[src/rtl/mdrp_pll_cfg_seq.sv]
// Purpose: read-modify-write PLL programming over MDRP from a host-loaded multi-profile table, then lock qualification with retry/fallback/relock.
// Latency: 4-cycle reset pulse, then per entry 1 fetch + (addr delta) seek + RD_LAT read + 1 write; lock needs LOCK_STABLE_CYC synced cycles.
// Backpressure: none; I_START and table writes are ignored while O_BUSY is high.
module mdrp_pll_cfg_seq #(
  parameter int NUM_PROF        = 4,
  parameter int ENT_PER_PROF    = 8,
  parameter int RD_LAT          = 2,
  parameter int LOCK_TO_CYC     = 40000,
  parameter int LOCK_STABLE_CYC = 10000,
  parameter int MAX_RETRY       = 2,
  parameter int AUTO_FALLBACK   = 1,
  parameter int RELOCK_EN       = 1
) (
  input  logic                                      I_MD_CLK,
  input  logic                                      I_RST_N,
  input  logic                                      I_TBL_WE,
  input  logic [$clog2(NUM_PROF*ENT_PER_PROF)-1:0]  I_TBL_ADDR,
  input  logic [24:0]                               I_TBL_WDATA,
  input  logic                                      I_START,
  input  logic [$clog2(NUM_PROF)-1:0]               I_PROFILE,
  output logic                                      O_BUSY,
  output logic                                      O_DONE,
  output logic [1:0]                                O_ERR,
  output logic [$clog2(NUM_PROF)-1:0]               O_ACT_PROF,
  output logic                                      O_LOCK,
  output logic                                      O_PLL_RST,
  output logic                                      O_MD_INC,
  output logic [1:0]                                O_MD_OPC,
  output logic [7:0]                                O_MD_WR_DATA,
  input  logic [7:0]                                I_MD_RD_DATA,
  input  logic                                      I_LOCK
);

  localparam int DEPTH = NUM_PROF * ENT_PER_PROF;
  localparam int AW    = $clog2(DEPTH);
  localparam int PW    = $clog2(NUM_PROF);
  localparam int EW    = $clog2(ENT_PER_PROF + 1);
  localparam int CW    = $clog2(LOCK_TO_CYC + RD_LAT + 5);
  localparam int SW    = $clog2(LOCK_STABLE_CYC + 1);
  localparam int RW    = $clog2(MAX_RETRY + 2);
  localparam int TW    = $clog2(NUM_PROF + 1);

  localparam logic [3:0] S_IDLE      = 4'd0;
  localparam logic [3:0] S_PRESET    = 4'd1;
  localparam logic [3:0] S_FETCH     = 4'd2;
  localparam logic [3:0] S_SEEK      = 4'd3;
  localparam logic [3:0] S_READ      = 4'd4;
  localparam logic [3:0] S_WRITE     = 4'd5;
  localparam logic [3:0] S_LOCK_WAIT = 4'd6;
  localparam logic [3:0] S_LOCKED    = 4'd7;
  localparam logic [3:0] S_FAIL      = 4'd8;

  logic [24:0]   tbl [DEPTH];
  logic [24:0]   tbl_q;
  logic [3:0]    state;
  logic [PW-1:0] prof_q, act_prof, prof_nxt;
  logic [RW-1:0] retry;
  logic [TW-1:0] tried;
  logic [EW-1:0] ent, ent_nxt;
  logic [7:0]    shadow, rd_q;
  logic [CW-1:0] cnt;
  logic [SW-1:0] stab;
  logic [1:0]    err;
  logic          done_q, lock_q, lock_m, lock_s, busy, tbl_ld;
  logic [AW-1:0] rd_idx;

  wire       e_vld  = tbl_q[24];
  wire [7:0] e_addr = tbl_q[23:16];
  wire [7:0] e_mask = tbl_q[15:8];
  wire [7:0] e_data = tbl_q[7:0];

  assign busy     = (state == S_PRESET) || (state == S_FETCH) || (state == S_SEEK) ||
                    (state == S_READ) || (state == S_WRITE) || (state == S_LOCK_WAIT);
  assign ent_nxt  = ent + EW'(1);
  assign prof_nxt = (prof_q == PW'(NUM_PROF - 1)) ? '0 : prof_q + PW'(1);
  // Entry 0 is preloaded during the reset pulse; the next entry is loaded while writing the current one.
  assign rd_idx   = AW'(int'(prof_q) * ENT_PER_PROF) + ((state == S_WRITE) ? AW'(ent_nxt) : '0);
  assign tbl_ld   = (state == S_PRESET) || ((state == S_WRITE) && (ent_nxt < EW'(ENT_PER_PROF)));

  // Table storage: host writes land only while idle; registered read port feeds FETCH.
  always_ff @(posedge I_MD_CLK) begin
    if (I_TBL_WE && !busy) tbl[I_TBL_ADDR] <= I_TBL_WDATA;
    if (tbl_ld) tbl_q <= tbl[rd_idx];
  end

  // Two-flop synchroniser for the asynchronous raw lock.
  always_ff @(posedge I_MD_CLK or negedge I_RST_N) begin
    if (!I_RST_N) begin
      lock_m <= 1'b0;
      lock_s <= 1'b0;
    end else begin
      lock_m <= I_LOCK;
      lock_s <= lock_m;
    end
  end

  // Sequencer: programming walk, lock qualification, retry/fallback/relock.
  always_ff @(posedge I_MD_CLK or negedge I_RST_N) begin
    if (!I_RST_N) begin
      state    <= S_IDLE;
      prof_q   <= '0;
      act_prof <= '0;
      retry    <= '0;
      tried    <= '0;
      ent      <= '0;
      shadow   <= '0;
      rd_q     <= '0;
      cnt      <= '0;
      stab     <= '0;
      err      <= 2'd0;
      done_q   <= 1'b0;
      lock_q   <= 1'b0;
    end else begin
      done_q <= 1'b0;
      lock_q <= 1'b0;
      case (state)
        S_IDLE, S_LOCKED, S_FAIL: begin
          if (I_START) begin
            prof_q   <= I_PROFILE;
            act_prof <= I_PROFILE;
            retry    <= '0;
            tried    <= '0;
            err      <= 2'd0;
            cnt      <= '0;
            state    <= S_PRESET;
          end else if (state == S_LOCKED) begin
            if (!lock_s && (RELOCK_EN != 0)) begin
              act_prof <= prof_q;
              retry    <= '0;
              tried    <= '0;
              cnt      <= '0;
              state    <= S_PRESET;
            end else begin
              lock_q <= lock_s;
            end
          end else begin
            state <= S_IDLE;
          end
        end
        S_PRESET: begin
          shadow <= '0;
          ent    <= '0;
          cnt    <= cnt + CW'(1);
          if (cnt == CW'(3)) state <= S_FETCH;
        end
        S_FETCH: begin
          cnt <= '0;
          if (ent == EW'(ENT_PER_PROF) || !e_vld) begin
            stab  <= '0;
            state <= S_LOCK_WAIT;
          end else if (e_addr < shadow) begin
            err    <= 2'd2;
            done_q <= 1'b1;
            state  <= S_FAIL;
          end else if (e_addr == shadow) begin
            state <= S_READ;
          end else begin
            state <= S_SEEK;
          end
        end
        S_SEEK: begin
          shadow <= shadow + 8'd1;
          if (shadow + 8'd1 == e_addr) state <= S_READ;
        end
        S_READ: begin
          cnt <= cnt + CW'(1);
          if (cnt == CW'(RD_LAT - 1)) begin
            rd_q  <= I_MD_RD_DATA;
            state <= S_WRITE;
          end
        end
        S_WRITE: begin
          ent   <= ent_nxt;
          state <= S_FETCH;
        end
        S_LOCK_WAIT: begin
          stab <= lock_s ? stab + SW'(1) : '0;
          cnt  <= cnt + CW'(1);
          if (stab == SW'(LOCK_STABLE_CYC)) begin
            lock_q <= 1'b1;
            done_q <= 1'b1;
            err    <= 2'd0;
            state  <= S_LOCKED;
          end else if (cnt == CW'(LOCK_TO_CYC)) begin
            cnt <= '0;
            if (retry < RW'(MAX_RETRY)) begin
              retry    <= retry + RW'(1);
              act_prof <= prof_q;
              state    <= S_PRESET;
            end else if ((AUTO_FALLBACK != 0) && (tried < TW'(NUM_PROF - 1))) begin
              tried    <= tried + TW'(1);
              retry    <= '0;
              prof_q   <= prof_nxt;
              act_prof <= prof_nxt;
              state    <= S_PRESET;
            end else begin
              err    <= 2'd1;
              done_q <= 1'b1;
              state  <= S_FAIL;
            end
          end
        end
        default: state <= S_IDLE;
      endcase
    end
  end

  // PLL reset is released for programming and lock; asserted while idle, pulsing or failed.
  assign O_PLL_RST    = (state == S_IDLE) || (state == S_PRESET) || (state == S_FAIL);
  assign O_MD_INC     = (state == S_SEEK);
  assign O_MD_OPC     = (state == S_READ) ? 2'b10 : (state == S_WRITE) ? 2'b01 : 2'b00;
  assign O_MD_WR_DATA = (state == S_WRITE) ? ((rd_q & ~e_mask) | (e_data & e_mask)) : 8'h00;
  assign O_BUSY       = busy;
  assign O_DONE       = done_q;
  assign O_ERR        = err;
  assign O_ACT_PROF   = act_prof;
  assign O_LOCK       = lock_q;

endmodule

[config.mk]
export PLATFORM = sky130hd
export DESIGN_NAME = mdrp_pll_cfg_seq
export DESIGN_NICKNAME = d
export VERILOG_FILES = /design/src/rtl/mdrp_pll_cfg_seq.sv
export SDC_FILE = /design/constraint.sdc
export NUM_CORES = 1
export LEC_CHECK = 0
export ABC_CLOCK_PERIOD_IN_PS = 6390
export CORE_AREA = 2 2 250 375
export CTS_CLUSTER_SIZE = 24
export DETAILED_ROUTE_END_ITERATION = 8
export DIE_AREA = 0 0 252 377
export DONT_BUFFER_PORTS = 1
export GPL_TIMING_DRIVEN = 1
export SYNTH_ARGS = -nofsm -noshare
export SYNTH_HDL_FRONTEND = slang
export SYNTH_SLANG_ARGS = --single-unit
[constraint.sdc]
create_clock -name I_MD_CLK -period 6.39 [get_ports I_MD_CLK]
set_input_delay 1.278 -clock I_MD_CLK [delete_from_list [all_inputs] [get_ports I_MD_CLK]]
set_output_delay 1.278 -clock I_MD_CLK [all_outputs]
set_load 0.005 [all_outputs]
* Word-level counts from Yosys, hierarchy flattened
Memory sizes are Yosys's and may differ from the RTL's. A register that Yosys moved wholly into a read port is not among the register bits. Cells that the tools add are included.
Storage, ports and cells: memory bits (writable) 800, logic and storage cells 177, output and inout port bits 19, flip-flop bits (word level) 69, memories kept 1, bits of input ports 45
Memory list:
- tbl | words 32, bits a word 25, read ports 1, clocked after Yosys merged registers in 1, write ports 1, line 53 | logic [24:0] tbl [DEPTH];
Cells by class: reduce and logical (&&, ||, !) cells 30, add/sub/neg operators 8, bitwise operators 4, equal/unequal tests 34, magnitude comparators 4, mux-type cells 81
Operator list (count):
- two-way mux 16 bit | 5
- one-hot mux 16 bit (4 select lines) | 1
- two-way mux 2 bit | 27
- two-way mux 4 bit | 13
- two-way mux 14 bit | 2
- one-hot mux 14 bit (2 select lines) | 1
- one-hot mux 4 bit (7 select lines) | 1
- two-way mux 3 bit | 8
- adder 16 x 1 -> 16 bit (second input constant) | 1
- bitwise AND 8 bit | 2
- == test 16 x 1 -> 1 bit (second input constant) | 1
- == test 16 bit (second input constant) | 1
- == test 16 x 2 -> 1 bit (second input constant) | 1
- == test 4 x 3 -> 1 bit (second input constant) | 4
- == test 8 bit | 2
- one-hot mux 8 bit (2 select lines) | 1
- adder 14 x 1 -> 14 bit (second input constant) | 1
- == test 14 bit (second input constant) | 1
- AND reduction 7 bit | 2
- two-way mux 1 bit | 13
- != test 2 x 1 -> 1 bit (second input constant) | 6
- != test 3 bit (second input constant) | 4
- one-hot mux 2 bit (2 select lines) | 3
- AND reduction 6 bit | 2
- other kinds (35) | 58

* Logic depth before layout (Yosys ltp)
Gate-level depths: netlist of run 1.
depth after elaboration 10, mapped depth 14, depth with buffers taken out 9

* Worst setup path before layout of run 1
Ideal clock, no wire load.
path type input-to-reg, from input port I_TBL_ADDR[1], to memory tbl[28][0], enable pin, stages on the path 3, path buffers 1, slack 3.160 ns, required time 5.983 ns, setup time 0.407 ns, arrival 2.823 ns, cells stage by stage or2_2 -> buf_1 -> nor2_1
RTL lines:
- start: declaration | line 17 | input logic [$clog2(NUM_PROF*ENT_PER_PROF)-1:0] I_TBL_ADDR,
- end: declaration | line 53
Straight into the memory's write port.

* Worst setup path after layout of run 1
from register state[2], to register tbl_q[21] (read register of tbl) (data pin)
Between the ends: longest elaborated chain between the ends 3
RTL lines:
- start: declaration | line 55 | logic [3:0] state;
- start signal: assignment | line 100 | state <= S_IDLE;
- start signal: assignment | line 125 | state <= S_PRESET;
- start signal: assignment | line 132 | state <= S_PRESET;
- == test 4 x 3 -> 1 bit | line 77, 78
- two-way mux 4 bit / logical AND 1 bit (equally long branches) | line 77, 78
- adder 5 x 4 -> 5 bit / logical OR 1 bit (equally long branches) | line 77, 78
- end: declaration | line 54 | logic [24:0] tbl_q;
Parallel ways exist; a longest one is shown, timed or not. A chain may end at the register's enable or synchronous reset.

==> flow_metrics.tcl, run 1 <==
set metrics [dict create \
    cp-start-kind "register" \
    p_sw_share_pct 19.4 \
    postSynthCellCount 2408 \
    leakage_uw 0.0127 \
    synth-edff-count 825 \
    ys.flop_type "edfxtp_1" \
    power.net_switching_uw 2250 \
    via_count 22000 \
    gp_congestion 0.857 \
    postLayoutCoreUtil_pct 44.8 \
    cts_resized 0 \
    r2r-end "tbl_q[21]" \
    fillers 7929 \
    drt_pass1_iterations 6 \
    r2r_cells 8 \
    coreArea_sq_um 91500 \
    worst_pin_slew_ps 1330 \
    start_util_pct 39.9 \
    comb_power_share_pct 0.2 \
    syn_nets 2472 \
    wirelength_microns 104000 \
    hold_slack_ps 330 \
    die_y_microns 377 \
    ant_nets 0 \
    antennaDiodeCount 0 \
    muxShareOfSynthArea_pct 8.03 \
    vdd_drop_max_mv 0.232 \
    syn_area_sq_um 36500 \
    ys_types 70 \
    powerDensity_nw_per_um2 283 \
    cts_root_buf "clkbuf_16" \
    ys_top_cells_by_area "edfxtp_1, mux2i_1, dfrtp_1" \
    syn_area_per_cell_sq_um 15.2 \
    internal_power_uw 9350 \
    grt_pass1_wl_microns 149000 \
    skew_ps 22.0 \
    slew_headroom_pct 11.4 \
    fmax_ghz 0.239 \
    grt_pass1_vias 21900 \
    fin_nets 2459 \
    status "complete, no violations" \
    antenna_found_initial 2 \
    place_area_sq_um 38100 \
    drc_errors 0 \
    cts_tree "yes" \
    dp_hpwl_microns 58800 \
    vias_per_cell 6.04 \
    synth_xor_area_share_pct 0.600 \
    hold_viol 0 \
    route.detailed.wl_per_inst_microns 28.7 \
    cts_hold_buf 0 \
    clk_path_buf_depth 3 \
    rr_startpoint "state[2]" \
    seqPwrFrac_pct 55.0 \
    finalPower_uw 11600 \
    period_minus_slack_ps 4190 \
    setup_viol 0 \
    yosys.area_share.simple_pct 7.16 \
    io_pins 64 \
    path_class "register to register" \
    r2r_setup_slack_ps 2200 \
    path_clk_slew_ps 60 \
    io_buffers 0 \
    synth_top_area_cell "edfxtp_1" \
    synth_compound_area_share_pct 8.80 \
    std_cell_rows 136 \
    synth_seq_area_share_pct 72.6 \
    synth_top_family_by_area "compound AO/OA/AOI/OAI gates" \
    cts_buffers 84 \
    dieArea_sq_um 95000 \
    critical_path_required_ps 6840 \
    die_w_microns 252 \
    yosys_warnings 0 \
    ys_async_sr_fraction_pct 7.72 \
    startpoint "state[2]" \
    insertion_delay_ps 650 \
    tns_ps 0 \
    htree_levels 3 \
    crit_path_max_fanout 50 \
    final_area_sq_um 41000 \
    yosysTopAreaCellShare_pct 67.9 \
    drv_cap 0 \
    rsz0062_at_grt "false" \
    worst_setup_path_end_kind "register" \
    crit_end "tbl_q[21]" \
    crit_arrival_ps 4640 \
    fin_crit_sh_pct 65.6 \
    grt_overflow_total 0 \
    track_usage_pct 21.7 \
    cts_sinks 894 \
    hold_class "input pin to asynchronous set/reset pin" \
    synthAdderAreaFrac_pct 0.651 \
    grt_max_degree 108 \
    post-cts-setup-buffers 0 \
    drive_above_1_share_pct 10.8 \
    yosys-top-cells-count "edfxtp_1, mux2i_1, nand2_1" \
    areaGrowthSynthToFinish_pct 12.3 \
    yosysMostFrequentCell "edfxtp_1" \
    first_iter_violations 2259 \
    power.clock.fraction_pct 44.8 \
    drv_slew 0 \
    ys_ff_latch 894 \
]
==> layout make-up <==
class,count,area [sq um],area share [%]
clock buffer,102,2230,5.44
clock inverter,54,643,1.57
inverter,26,101,0.247
multi-input combinational,1334,9550,23.3
sequential,894,26500,64.7
tap,1173,1470,3.58
timing repair buffer,55,488,1.19
==> worst min path at each step <==
stage,to,cells past startpoint,from,slack [ps]
final,cnt[3],0,I_RST_N,330
after global routing,rd_q[3],0,I_RST_N,290
after CTS,rd_q[3],0,I_RST_N,280
after detailed placement,lock_s,0,lock_m,350
after global placement,lock_s,0,lock_m,350
after floorplan,lock_s,0,lock_m,330
==> worst max-delay path, stage by stage, from the launching register on <==
cell,delay (ps)
dfrtp_1,700
nand4bb_4,440
nor2_1,220
ha_2,170
buf_4,570
nand2_1,1000
a31oi_1,440
o21ai_1,100
a311oi_1,290
==> cells in the final DEF (no fill, tap or decap), types with 5 or more instances in the layout <==
cell        Yosys  layout
a211oi_1       28      28
a21oi_1        60      59
a221oi_1        5       5
a311oi_1       21      21
a31oi_1        38      38
a32oi_1        73      73
and2_1          9       8
and3_1         38      38
buf_12          0       6
buf_4          11      49
bufinv_16       0      11
clkbuf_1       93      12
clkbuf_16       0      85
clkinv_1        0      10
clkinv_2        0      18
clkinvlp_4      0       6
dfrtp_1        69      69
edfxtp_1      825     825
ha_1           19      18
inv_1          25      24
mux2_2         13      13
mux2i_1       278     278
nand2_1       205     202
nand2b_1       10      10
nand3_1        65      64
nand4_1        66      66
nor2_1         81      45
nor2_4          1      36
nor2b_1         8       8
nor3_1         17      17
nor4_1         11      11
o211ai_1        7       7
o21ai_0        67      67
o21ai_1        19      19
o21bai_1       21      21
o221ai_1       49      49
o22ai_1        51      51
xnor2_1        15      13
xor2_1         10       9
==> sequential cells by signal, indices dropped and copies added, names as in the netlist <==
| name | flops |
|---|---|
| tbl | 800 |
| tbl_q | 25 |
| cnt | 16 |
| stab | 14 |
| rd_q | 8 |
| shadow | 8 |
| ent | 4 |
| state | 4 |
| tried | 3 |
| O_ACT_PROF | 2 |
| O_ERR | 2 |
| prof_q | 2 |
| retry | 2 |
| O_DONE | 1 |
| O_LOCK | 1 |
| lock_m | 1 |
| lock_s | 1 |
==> cell families (layout without fill, tap and decap cells) <==
group	Yosys count	count (layout)
flip-flops	894	894
AO/OA/AOI/OAI	463	463
XOR/XNOR	25	25
adder cells (fa/ha/maj)	19	19
buffers and inverters	180	237
multiplexers	291	291
AND/OR/NAND/NOR	536	536
==> routing by layer <==
metal / global-route usage (%) / part of all wire [%] / up-vias
met1: 25.2 / 37 / 11300
met3: 3.83 / 7.2 / 214
met4: 9.58 / 4.1 / 2
met2: 39.1 / 52 / 953
met5: 0 / 0.012 / -
li1: - / - / 9498
==> per-stage QoR <==
stage | std cells | setup slack (ps)
after floorplan | 2408 | 3160
after detailed placement | 3482 | 2300
after global placement | 3482 | 2300
after global routing | 3638 | 2040
final | 3638 | 2200
after CTS | 3638 | 2270
==> power groups by stage <==
stage	sequential [uW]	combinational (uW)	clock, uW
final	6390	17.6	5200
after global routing	6390	18.6	5470
after CTS	6390	17.5	5260
after detailed placement	6510	17.4	0
after global placement	6510	16.6	0
after floorplan	6510	9.68	0
(Power assumes the default switching activity.)
==> inputs of run 2 (changes only) <==
- ABC_CLOCK_PERIOD_IN_PS: 6390 -> 4300
- clock period: 6.39 -> 4.3 ns (I/O delays scaled with it)
==> flow_metrics.tcl, run 2 (synthesis gave the netlist of run 1 again) <==
set metrics [dict create \
    final_cell_mix "edfxtp_1, mux2i_1, nand2_1" \
    first_iter_violations 2311 \
    via_count 22100 \
    hold_class "input pin to asynchronous set/reset pin" \
    post-cts-setup-buffers 0 \
    dp_hpwl_microns 64600 \
    path_clk_slew_ps 70 \
    rsz0062_at_grt "false" \
    pre_cts_ws_ps 712 \
    cts_root_buf "clkbuf_16" \
    drc_errors 0 \
    areaGrowthSynthToFinish_pct 12.6 \
    slew_headroom_pct 11.8 \
    io_pins 64 \
    crit_path_max_fanout 25 \
    dp_cells 3512 \
    dieArea_sq_um 95000 \
    skew_ps 31.6 \
    final_area_sq_um 41100 \
    clk_path_buf_depth 3 \
    worst_setup_path_end_kind "register" \
    antenna_found_initial 5 \
    gp_congestion 0.882 \
    fin_cells 3664 \
    route.detailed.wl_per_inst_microns 28.6 \
    regMostFlops "tbl" \
    cts_tree "yes" \
    die_y_microns 377 \
    fillers 7972 \
    fin_crit_sh_pct 85.0 \
    start_util_pct 39.9 \
    cts_buffers 84 \
    tns_ps 0 \
    largest_reg_flops 800 \
    track_usage_pct 21.9 \
    grt_overflow_total 0 \
    crit_arrival_ps 4090 \
    critical_path_required_ps 4730 \
    vdd_drop_max_mv 0.279 \
    std_cell_rows 136 \
    io_buffers 0 \
    period_minus_slack_ps 3650 \
    coreArea_sq_um 91500 \
    worst_pin_slew_ps 1320 \
    path_class "register to register" \
    leakage_uw 0.0128 \
    final_common_cell "edfxtp_1" \
    setup_viol 0 \
    die_w_microns 252 \
    hold_viol 0 \
    htree_levels 3 \
    reg.largest.list "tbl (800), tbl_q (25), cnt (16)" \
    wirelength_microns 105000 \
    cts_sinks 894 \
    grt_max_degree 96 \
    insertion_delay_ps 670 \
    fin_nets 2490 \
    ant_nets 0 \
    grt_pass1_wl_microns 150000 \
    r2r_setup_slack_ps 650 \
    vias_per_cell 6.03 \
    grt_pass1_vias 22000 \
    drt_pass1_iterations 5 \
    place_area_sq_um 38400 \
    drive_above_1_share_pct 11.3 \
    drv_cap 0 \
    powerDensity_nw_per_um2 407 \
    drv_slew 0 \
    worst_slack_ps 647 \
    cp-start-kind "register" \
    status "complete, no violations" \
    fmax_ghz 0.274 \
]
==> run 2: changes by cell type in the layout (fill, tap and decap cells not counted), sizes merged <==
cell and delta:
bufinv -5, buf +31, clkbuf -5, clkinv -1
clkinvlp +3, inv -1, diode +4
==> run 2: area by class of cell <==
cell class / count / area [sq um] / area share [%]
multi-input cells: 1334 / 9550 / 23.2
repair buffers: 86 / 853 / 2.08
inverters: 26 / 101 / 0.247
well taps: 1173 / 1470 / 3.57
clock inverters: 50 / 438 / 1.07
diodes: 4 / 10.0 / 0.0244
clock buffers: 97 / 2160 / 5.26
flip-flops and latches: 894 / 26500 / 64.5
==> run 2: where the power goes <==
part | switching, uW | internal [uW] | total, uW | leakage (uW)
combinational | 31.5 | 10.6 | 42.0 | 0.00320
clock | 3200 | 3970 | 7170 | 0.00125
sequential | 3.05 | 9490 | 9490 | 0.00832
==> run 2: per-layer routing <==
metal,track usage (%),part of all wire [%],up-vias
met1,24.9,36,11300
li1,-,-,9586
met3,4.39,6.8,245
met5,0,0.032,-
met2,38.6,51,918
met4,11.9,5.4,6
==> run 2: timing repair <==
action                                  in CTS  in global routing
endpoints found under the setup margin       0                  0
gates resized for setup                      0                  0
hold buffers                                 1                  0
endpoints found under the hold margin       69                  0
==> run 2: final timing paths <==
check | from | end | cells after the start
max | state[2] | tbl_q[2] | 7
min | I_RST_N | stab[10] | 1
max reg2reg | state[2] | tbl_q[2] | 7
min reg2reg | lock_m | lock_s | 0
max in group asynchronous | I_RST_N | rd_q[1] | 1
min in group I_MD_CLK | I_LOCK | lock_m | 0
==> run 2: worst max-delay path, stage by stage (launching register included) <==
cell and delay, ps:
dfrtp_1 680, nand4bb_4 460, clkinv_2 320, buf_4 380, nand2_2 300, nor4_1 700, o22ai_1 140, o211ai_1 390
==> run 2: metrics by stage <==
| step | power (uW) | utilization, % | hold WS [ps] |
|---|---|---|---|
| final | 16700 | 44.9 | 85.4 |
| after global routing | 17100 | 44.9 | 95.3 |
| after CTS | 16800 | 44.9 | 60.9 |
| after detailed placement | 9710 | 42.0 | 351 |
| after global placement | 9710 | 42.0 | 350 |
| after floorplan | 9700 | - | 331 |
